$ cat src/rtl/bin_to_bcd_seq.sv
// Sequential binary-to-BCD converter (double dabble, one bit per clock) with
// start/busy/done handshake, overflow flag and seven-segment decode per digit.
module bin_to_bcd_seq #(
    parameter int WIDTH    = 8,
    parameter int DIGITS   = 3,
    parameter bit BLANK_LZ = 1'b1
) (
    input  logic                  clk,
    input  logic                  rst,
    input  logic                  start,
    input  logic [WIDTH-1:0]      bin,
    output logic                  busy,
    output logic                  done,
    output logic [4*DIGITS-1:0]   bcd,
    output logic [7*DIGITS-1:0]   seg,
    output logic                  ovf
);

    localparam int CW = $clog2(WIDTH + 1);

    typedef enum logic [1:0] {IDLE, SHIFT, DONE} state_t;

    function automatic logic [6:0] seg7(input logic [3:0] d);
        case (d)
            4'd0:    seg7 = 7'h3F;
            4'd1:    seg7 = 7'h06;
            4'd2:    seg7 = 7'h5B;
            4'd3:    seg7 = 7'h4F;
            4'd4:    seg7 = 7'h66;
            4'd5:    seg7 = 7'h6D;
            4'd6:    seg7 = 7'h7D;
            4'd7:    seg7 = 7'h07;
            4'd8:    seg7 = 7'h7F;
            4'd9:    seg7 = 7'h6F;
            default: seg7 = 7'h00;
        endcase
    endfunction

    // Display pattern for a value of zero, honouring blanking.
    function automatic logic [7*DIGITS-1:0] seg_zero();
        logic [7*DIGITS-1:0] r;
        for (int i = 0; i < DIGITS; i++)
            r[7*i +: 7] = (i == 0 || !BLANK_LZ) ? 7'h3F : 7'h00;
        return r;
    endfunction

    localparam logic [7*DIGITS-1:0] SEG_RST = seg_zero();

    state_t              state_q, state_d;
    logic [WIDTH-1:0]    sr_q, sr_d;
    logic [4*DIGITS-1:0] scr_q, scr_d, adj;
    logic                sticky_q, sticky_d;
    logic [CW-1:0]       cnt_q, cnt_d;
    logic [4*DIGITS-1:0] bcd_q, bcd_d;
    logic [7*DIGITS-1:0] seg_q, seg_d, seg_dec;
    logic                ovf_q, ovf_d;
    logic                done_q, done_d;

    always_comb begin
        adj = scr_q;
        for (int i = 0; i < DIGITS; i++)
            if (scr_q[4*i +: 4] >= 4'd5) adj[4*i +: 4] = scr_q[4*i +: 4] + 4'd3;
    end

    // Walk from the top digit down; a digit is blanked until the first nonzero one.
    always_comb begin
        logic nz;
        nz      = 1'b0;
        seg_dec = '0;
        for (int i = DIGITS - 1; i >= 0; i--) begin
            nz = nz | (scr_q[4*i +: 4] != 4'd0);
            seg_dec[7*i +: 7] = (BLANK_LZ && i != 0 && !nz) ? 7'h00 : seg7(scr_q[4*i +: 4]);
        end
    end

    always_comb begin
        state_d  = state_q;
        sr_d     = sr_q;
        scr_d    = scr_q;
        sticky_d = sticky_q;
        cnt_d    = cnt_q;
        bcd_d    = bcd_q;
        seg_d    = seg_q;
        ovf_d    = ovf_q;
        done_d   = 1'b0;
        case (state_q)
            IDLE: begin
                if (start) begin
                    sr_d     = bin;
                    scr_d    = '0;
                    sticky_d = 1'b0;
                    cnt_d    = CW'(WIDTH);
                    state_d  = SHIFT;
                end
            end
            SHIFT: begin
                scr_d    = {adj[4*DIGITS-2:0], sr_q[WIDTH-1]};
                sr_d     = sr_q << 1;
                sticky_d = sticky_q | adj[4*DIGITS-1];
                cnt_d    = cnt_q - 1'b1;
                if (cnt_q == CW'(1)) state_d = DONE;
            end
            DONE: begin
                bcd_d   = scr_q;
                ovf_d   = sticky_q;
                seg_d   = seg_dec;
                done_d  = 1'b1;
                state_d = IDLE;
            end
            default: state_d = IDLE;
        endcase
    end

    always_ff @(posedge clk) begin
        if (rst) begin
            state_q  <= IDLE;
            sr_q     <= '0;
            scr_q    <= '0;
            sticky_q <= 1'b0;
            cnt_q    <= '0;
            bcd_q    <= '0;
            seg_q    <= SEG_RST;
            ovf_q    <= 1'b0;
            done_q   <= 1'b0;
        end else begin
            state_q  <= state_d;
            sr_q     <= sr_d;
            scr_q    <= scr_d;
            sticky_q <= sticky_d;
            cnt_q    <= cnt_d;
            bcd_q    <= bcd_d;
            seg_q    <= seg_d;
            ovf_q    <= ovf_d;
            done_q   <= done_d;
        end
    end

    assign busy = (state_q == SHIFT);
    assign done = done_q;
    assign bcd  = bcd_q;
    assign seg  = seg_q;
    assign ovf  = ovf_q;

endmodule

$ cat config.mk
export PLATFORM = sky130hd
export DESIGN_NAME = bin_to_bcd_seq
export DESIGN_NICKNAME = d
export VERILOG_FILES = /design/src/rtl/bin_to_bcd_seq.sv
export SDC_FILE = /design/constraint.sdc
export NUM_CORES = 1
export LEC_CHECK = 0
export BUFFER_PORTS_ARGS = -buffer_cell sky130_fd_sc_hd__buf_2
export CORE_AREA = 2 2 95 97
export CTS_CLUSTER_DIAMETER = 50
export CTS_CLUSTER_SIZE = 30
export DETAILED_ROUTE_END_ITERATION = 16
export DIE_AREA = 0 0 97 99
export PLACE_DENSITY = 0.65
export SLEW_MARGIN = 30
export SYNTH_ARGS = -nofsm -noshare
export SYNTH_HDL_FRONTEND = slang
export SYNTH_SLANG_ARGS = --single-unit
$ cat constraint.sdc
create_clock -name clk -period 6.37 [get_ports clk]
set_clock_uncertainty 0.05 [all_clocks]
set_input_delay 1.274 -clock clk [delete_from_list [all_inputs] [get_ports clk]]
set_output_delay 1.274 -clock clk [all_outputs]
set_load 0.05 [all_outputs]
Word level (Yosys, flattened, before mapping)
Memories as Yosys holds them, arrays and structs flattened. A register that Yosys moved wholly into a read port is not among the register bits.
Index checks and enable logic that the tools add are counted.
{ "word_totals": {"n_memories": 3, "register_bits": 62, "rom_bits": 336, "input_bits": 11, "elab_cells": 53} }
{ "memory_table": {"columns": ["name", "depth", "width", "read_ports", "rd_clocked_by_memory_dff", "write_ports", "line_no", "text"], "rows": [
  ["(no name shown)", 16, 7, 1, 1, 0, "24", "case (d)"],
  ["(no name shown)", 16, 7, 1, 1, 0, "24", null],
  ["(no name shown)", 16, 7, 1, 1, 0, "24", null]
]} }
{ "op_classes": {"reduce_logical": 6, "eq_ne": 5, "bitwise_logic": 2, "add_sub_neg": 4, "order_cmp": 3, "n_mux": 21} }
{ "op_table": {"columns": ["operator", "count"], "rows": [
  ["two-way mux 4 bit", 8],
  ["case mux 12 bit (2 select lines)", 1],
  ["case mux 8 bit (2 select lines)", 1],
  ["two-way mux 7 bit", 2],
  ["adder 4 x 2 -> 4 bit (second input constant)", 3],
  [">= comparator 4 x 3 -> 1 bit (second input constant)", 3],
  ["two-way mux 12 bit", 1],
  ["two-way mux 8 bit", 1],
  ["case mux 4 bit (2 select lines)", 1],
  ["nonzero test 4 bit", 2],
  ["equality test 4 x 1 -> 1 bit (second input constant)", 1],
  ["two-way mux 2 bit", 2],
  ["case mux 2 bit (2 select lines)", 1],
  ["AND reduction 2 bit", 2],
  ["subtractor 4 x 1 -> 4 bit (second input constant)", 1],
  ["equality test 2 x 1 -> 1 bit (second input constant)", 1],
  ["equality test 2 bit (second input constant)", 1],
  ["logical NOT 2 bit", 1],
  ["two-way mux 1 bit", 2],
  ["inequality test 2 x 1 -> 1 bit (second input constant)", 1],
  ["inequality test 2 bit (second input constant)", 1],
  ["OR 1 bit", 2],
  ["case mux 1 bit (2 select lines)", 1],
  ["nonzero test 2 bit", 1]
]} }

Longest topological paths before layout
Gate-level depths: netlist of run 1.
{ "logic_depth": {"depth_word": 5, "ltp_mapped": 10} }

Worst setup path before layout of run 1
No wires, ideal clock.
{ "synth_path": {"path_kind": "input-to-reg", "from": "input rst", "to": "register (tool-made name)", "setup_ns": 0.095, "arrival_time_ns": 2.901, "required_ns": 6.225, "setup_slack_ns": 3.323, "cell_stages": 7, "cell_sequence": "or3b_1 buf_2 a2111oi_2 a211oi_2 ha_1 or3_1 o311ai_1"} }
{ "synth_rtl": {"columns": ["element", "line_no", "text"], "rows": [
  ["from (decl)", "9", "input logic rst,"]
]} }

==> results of run 1 <==
-- kinds of logic after synthesis --
kind of cell | Yosys count | share of synthesized area (%)
AO/OA/AOI/OAI | 130 | 25.0
AND/OR/NAND/NOR | 125 | 16.2
flip-flops | 76 | 43.2
buffers and inverters | 48 | 5.23
adder cells (fa/ha/maj) | 26 | 9.24
XOR/XNOR | 2 | 0.498
multiplexers | 2 | 0.604
-- power by group through the flow --
stage	registers, mW	logic [mW]	clock network, mW
after floorplan	0.500	0.0368	0
after global placement	0.501	0.0494	0
after detailed placement	0.502	0.0503	0
after CTS	0.490	0.0505	0.458
after global routing	0.492	0.0568	0.477
final	0.490	0.0503	0.450
-- Yosys cell counts (4+ instances only) --
cell type and count:
inv_1 24, dfxtp_1 76, clkbuf_1 18, nand3_1 10, nand2_1 53, a211o_1 4, o22ai_1 5, o21ai_0 24
a21o_1 4, nand2b_1 7, a21oi_1 40, ha_1 26, a22oi_1 13, nor2_1 32, a31oi_1 7
-- layer usage --
layer	global-route usage [%]	vias up	wire [um]
met3	3.33	11	288
met5	0	-	0
li1	-	1510	-
met2	27.0	56	3560
met4	7.04	0	117
met1	20.4	1422	3610
-- layout make-up --
cell class | instances | area (um^2)
well taps | 108 | 135
fillers | 815 | 4480
multi-input cells | 285 | 1810
repair buffers | 48 | 245
inverters | 27 | 101
clock buffers | 10 | 138
flip-flops and latches | 76 | 1520
clock inverters | 6 | 111
-- path summary, 6_finish.rpt --
check                                       endpoint  slack [ns]  cells past startpoint
worst min register to register  seg[14]$_SDFFE_PP0P_        0.40                      2
worst min-delay path            seg[14]$_SDFFE_PP0P_        0.40                      2
worst max-delay path                       flip-flop        2.73                      8
worst max register to register             flip-flop        3.61                      7
-- critical path, cell delays in order --
cell and delay, ns:
buf_2 0.69, or3b_1 0.44, a2111oi_2 0.10, a211oi_2 0.49
clkinv_1 0.29, ha_1 0.27, a21o_1 0.17, o21ai_1 0.12
==> run_results.csv, run 1 <==
group,metric,value,unit
logic_synthesis,yosys_warnings,0,
final_layout,nNetsFinal,484,
grt,grt_usage,16.2,%
placement,post-place-ws,2.41,ns
placement,finalWeightedCongestion,0.822,
setup_path,timing.rr.start,"state_q[1]$_SDFFE_PP0P_",
cts,cts_tree,"yes",
pwr,power,0.991,mW
setup_path,critPathKind,"input port to flip-flop",
pwr,intPower,0.771,mW
final_layout,design_area,0.00407,mm^2
pwr,vdd_drop_max,0.000111,V
status,status,"finished clean",
timing,whs,0.404,ns
drt,vias,2999,
drt,drtAntennaViolNets,0,
logic_synthesis,postSynth.asyncResetShare,0,%
timing,rsz0062_at_grt,"false",
timing,tightest_slew,0.920,ns
pwr,clkPwrFrac,45.4,%
pwr,p_switching,0.220,mW
logic_synthesis,syn_inst,409,
cts,cts-root-buf,"clkbuf_8",
drt,drc,0,
floorplan,dieArea,0.00960,mm^2
placement,io_buffers,46,
final_layout,fin_cells,560,
floorplan,core,0.00855,mm^2
logic_synthesis,synth.avg_cell_area,8.61,um^2
setup_path,critPathMaxFanout,50,
cts,cts_made_buffers,9,
logic_synthesis,synth_nets,446,
timing,max_freq,275,MHz
logic_synthesis,synth_edf_count,0,
cts,cts_htree_levels,3,
pwr,swShare,22.2,%
cts,postCtsSetupBuffers,0,
logic_synthesis,synth_area_leaders,"dfxtp_1 43%, ha_1 9.2%, a21oi_1 5.7%",
drt,dr.pass1.iters,5,
flow_run,max_cap_violations,0,
cts,insertion_delay,0.34,ns
setup_path,cp_data_required_time,6.60,ns
pwr,power_density,244,mW/mm^2
logic_synthesis,seq_area_frac_synth,43.2,%
logic_synthesis,synthDistinctLibCells,53,
drt,drt_first_iter_violations,129,
hold_path,min_from,"seg[14]$_SDFFE_PP0P_",
grt,grt_pass1_vias,2790,
grt,grt_pass1_wl,12900,um
floorplan,fp-row-count,34,
placement,place_hpwl,5160,um
floorplan,die_h,99,um
logic_synthesis,ys_ff_latch,76,
setup_path,start_kind,"input port",
timing,slew_headroom,38.7,%
drt,viasPerCell,5.36,
hold_path,min-delay-path-class,"flip-flop to flip-flop",
placement,dpl.cell_count,544,
grt,antenna_found_initial,0,
floorplan,initial_core_util,41.2,%
cts,clkTransAtPathRegs,0.07,ns
setup_path,critPathLaunch,"rst",
timing,period_share,57.1,%
timing,final-hold-violation-count,0,
logic_synthesis,yosysTopAreaCellShare,43.2,%
cts,cts.sink_count,76,
floorplan,io_pins,47,
timing,period_minus_slack,3.64,ns
final_layout,final_layout_size_suffix_gt1_share,17.9,%
grt,grt_max_degree,51,
pwr,pwr-share-seq,49.5,%
final_layout,syn_to_final_growth,15.5,%
cts,cts_hold_buf,0,
setup_path,end_kind,"flip-flop",
placement,place_area,0.00382,mm^2
floorplan,die_w,97,um
timing,setup-violations-final,0,
setup_path,critPathArrivalTime,3.87,ns
timing,slew_viol_final,0,
drt,wl,7570,um
timing,setup_ws,2.73,ns
logic_synthesis,syn_area,0.00352,mm^2
final_layout,final_cell_mix,"76 x dfxtp_1, 53 x nand2_1, 46 x buf_2",
grt,grt_overflow,0,
final_layout,utilization,47.6,%
logic_synthesis,synth_ff_type,"dfxtp_1",
pwr,pwr-share-comb,5.1,%
timing,finalSetupTns,0,ns
drt,wl_per_cell,13.5,um
final_layout,final_common_cell,"dfxtp_1",
cts,post_cts_resized,0,
logic_synthesis,yosysTopAreaCell,"dfxtp_1",
final_layout,antenna_cells,0,
cts,clock_path_buffers,2,
pwr,p_leak,1.69,nW
Note: power is estimated with default switching activity, not from simulation.
==> run 2: changes to the inputs <==
- PLACE_DENSITY: 0.65 -> 0.67
- clock period: 6.37 -> 3.3 ns (I/O delays scaled with it)
==> run_results.csv, run 2 (synthesis results as in run 1) <==
group,metric,value,unit
final_layout,multi_input_area,0.00181,mm^2
grt,grt_overflow,0,
timing,finalSetupTns,0,ns
cts,cts_tree,"yes",
timing,rsz0062_at_grt,"false",
drt,wl_per_cell,13.5,um
drt,drtAntennaViolNets,0,
final_layout,seqCellArea,0.00152,mm^2
setup_path,regToRegSetupSlack,0.67,ns
cts,cts_hold_buf,0,
final_layout,nNetsFinal,486,
drt,drc,0,
drt,viasPerCell,5.26,
drt,dr.pass1.iters,4,
grt,grt_usage,16.3,%
cts,clkTransAtPathRegs,0.08,ns
status,status,"finished clean",
floorplan,die_w,97,um
drt,vias,2957,
final_layout,final_layout_size_suffix_gt1_share,18.3,%
grt,grt_max_degree,50,
setup_path,cp_data_required_time,3.51,ns
grt,antenna_found_initial,0,
drt,wl,7610,um
cts,cts_made_buffers,9,
timing,slew_viol_final,0,
grt,grt_pass1_wl,13000,um
cts,post_cts_resized,0,
pwr,p_leak,1.70,nW
pwr,power,1.84,mW
final_layout,fin_cells,562,
floorplan,io_pins,47,
floorplan,dieArea,0.00960,mm^2
cts,cts_htree_levels,3,
pwr,power_density,453,mW/mm^2
hold_path,min-delay-path-class,"flip-flop to flip-flop",
timing,tightest_slew,0.708,ns
setup_path,critPathKind,"flip-flop to flip-flop",
final_layout,design_area,0.00406,mm^2
timing,setup-violations-final,0,
timing,period_minus_slack,2.63,ns
placement,dpl.cell_count,546,
placement,place_area,0.00383,mm^2
timing,max_freq,380,MHz
floorplan,initial_core_util,41.2,%
cts,postCtsSetupBuffers,0,
final_layout,fillerInstances,834,
cts,insertion_delay,0.35,ns
setup_path,end_kind,"flip-flop",
final_layout,final_common_cell,"dfxtp_1",
cts,cts-root-buf,"clkbuf_8",
final_layout,syn_to_final_growth,15.3,%
flow_run,max_cap_violations,0,
final_layout,antenna_cells,0,
final_layout,final_cell_mix,"76 x dfxtp_1, 53 x nand2_1, 46 x buf_2",
timing,slew_headroom,52.6,%
placement,io_buffers,46,
placement,place_hpwl,5330,um
setup_path,critPathArrivalTime,2.84,ns
floorplan,core,0.00855,mm^2
floorplan,die_h,99,um
setup_path,start_kind,"flip-flop",
cts,cts.sink_count,76,
timing,period_share,79.7,%
cts,clock_path_buffers,2,
pwr,vdd_drop_max,0.000314,V
floorplan,fp-row-count,34,
drt,drt_first_iter_violations,102,
setup_path,critPathMaxFanout,15,
grt,grt_pass1_vias,2749,
placement,finalWeightedCongestion,0.803,
timing,final-hold-violation-count,0,
[run 2: changes by cell type in the layout (fill, tap and decap cells not counted), sizes merged]
| cell | previous run | this run |
|---|---|---|
| buf | 48 | 50 |
| clkinv | 3 | 5 |
| clkinvlp | 1 | 0 |
| bufinv | 3 | 2 |
[run 2: final timing paths]
check,endpoint,depth (start not counted),start
max,flip-flop,6,state_q[0]$_SDFFE_PP0P_
min,seg[14]$_SDFFE_PP0P_,2,seg[14]$_SDFFE_PP0P_
max reg2reg,flip-flop,6,state_q[0]$_SDFFE_PP0P_
min reg2reg,seg[14]$_SDFFE_PP0P_,2,seg[14]$_SDFFE_PP0P_
[run 2: critical path, stage by stage, from the launching register on]
cell and delay [ns]:
dfxtp_1 0.64, or3b_1 0.59, a2111oi_2 0.42, a211oi_2 0.15, ha_1 0.21, or3_1 0.39, o311ai_1 0.09
[run 2: per-stage QoR]
stage          setup WS, ns  util, %  hold slack (ns)
6_report              0.670     47.5            0.399
4_1_cts               0.697     47.5            0.403
3_3_place_gp          0.637     44.8            0.388
3_5_place_dp          0.556     44.8            0.394
2_1_floorplan         0.867        -            0.370
5_1_grt               0.548     47.5            0.420
[run 2: where the power goes]
part / switching, mW / leakage, nW / internal (mW)
logic: 0.0627 / 0.964 / 0.0352
registers: 0.0156 / 0.616 / 0.931
clock network: 0.345 / 0.116 / 0.446
total: 0.424 / 1.70 / 1.41
[run 2: per-layer routing]
metal / wire, um / GRT usage (%) / vias up
met3: 279 / 4.11 / 10
met1: 3530 / 19.8 / 1385
li1: - / - / 1514
met5: 0 / 0 / -
met4: 106 / 5.20 / 0
met2: 3690 / 28.2 / 48
[run 2: area by class of cell]
class / instances / area share [%]
Clock inverter: 6 / 2.16
Inverter: 27 / 2.50
Sequential cell: 76 / 37.5
Clock buffer: 10 / 3.39
Multi-Input combinational cell: 285 / 44.7
Timing Repair Buffer: 50 / 6.41
Tap cell: 108 / 3.33
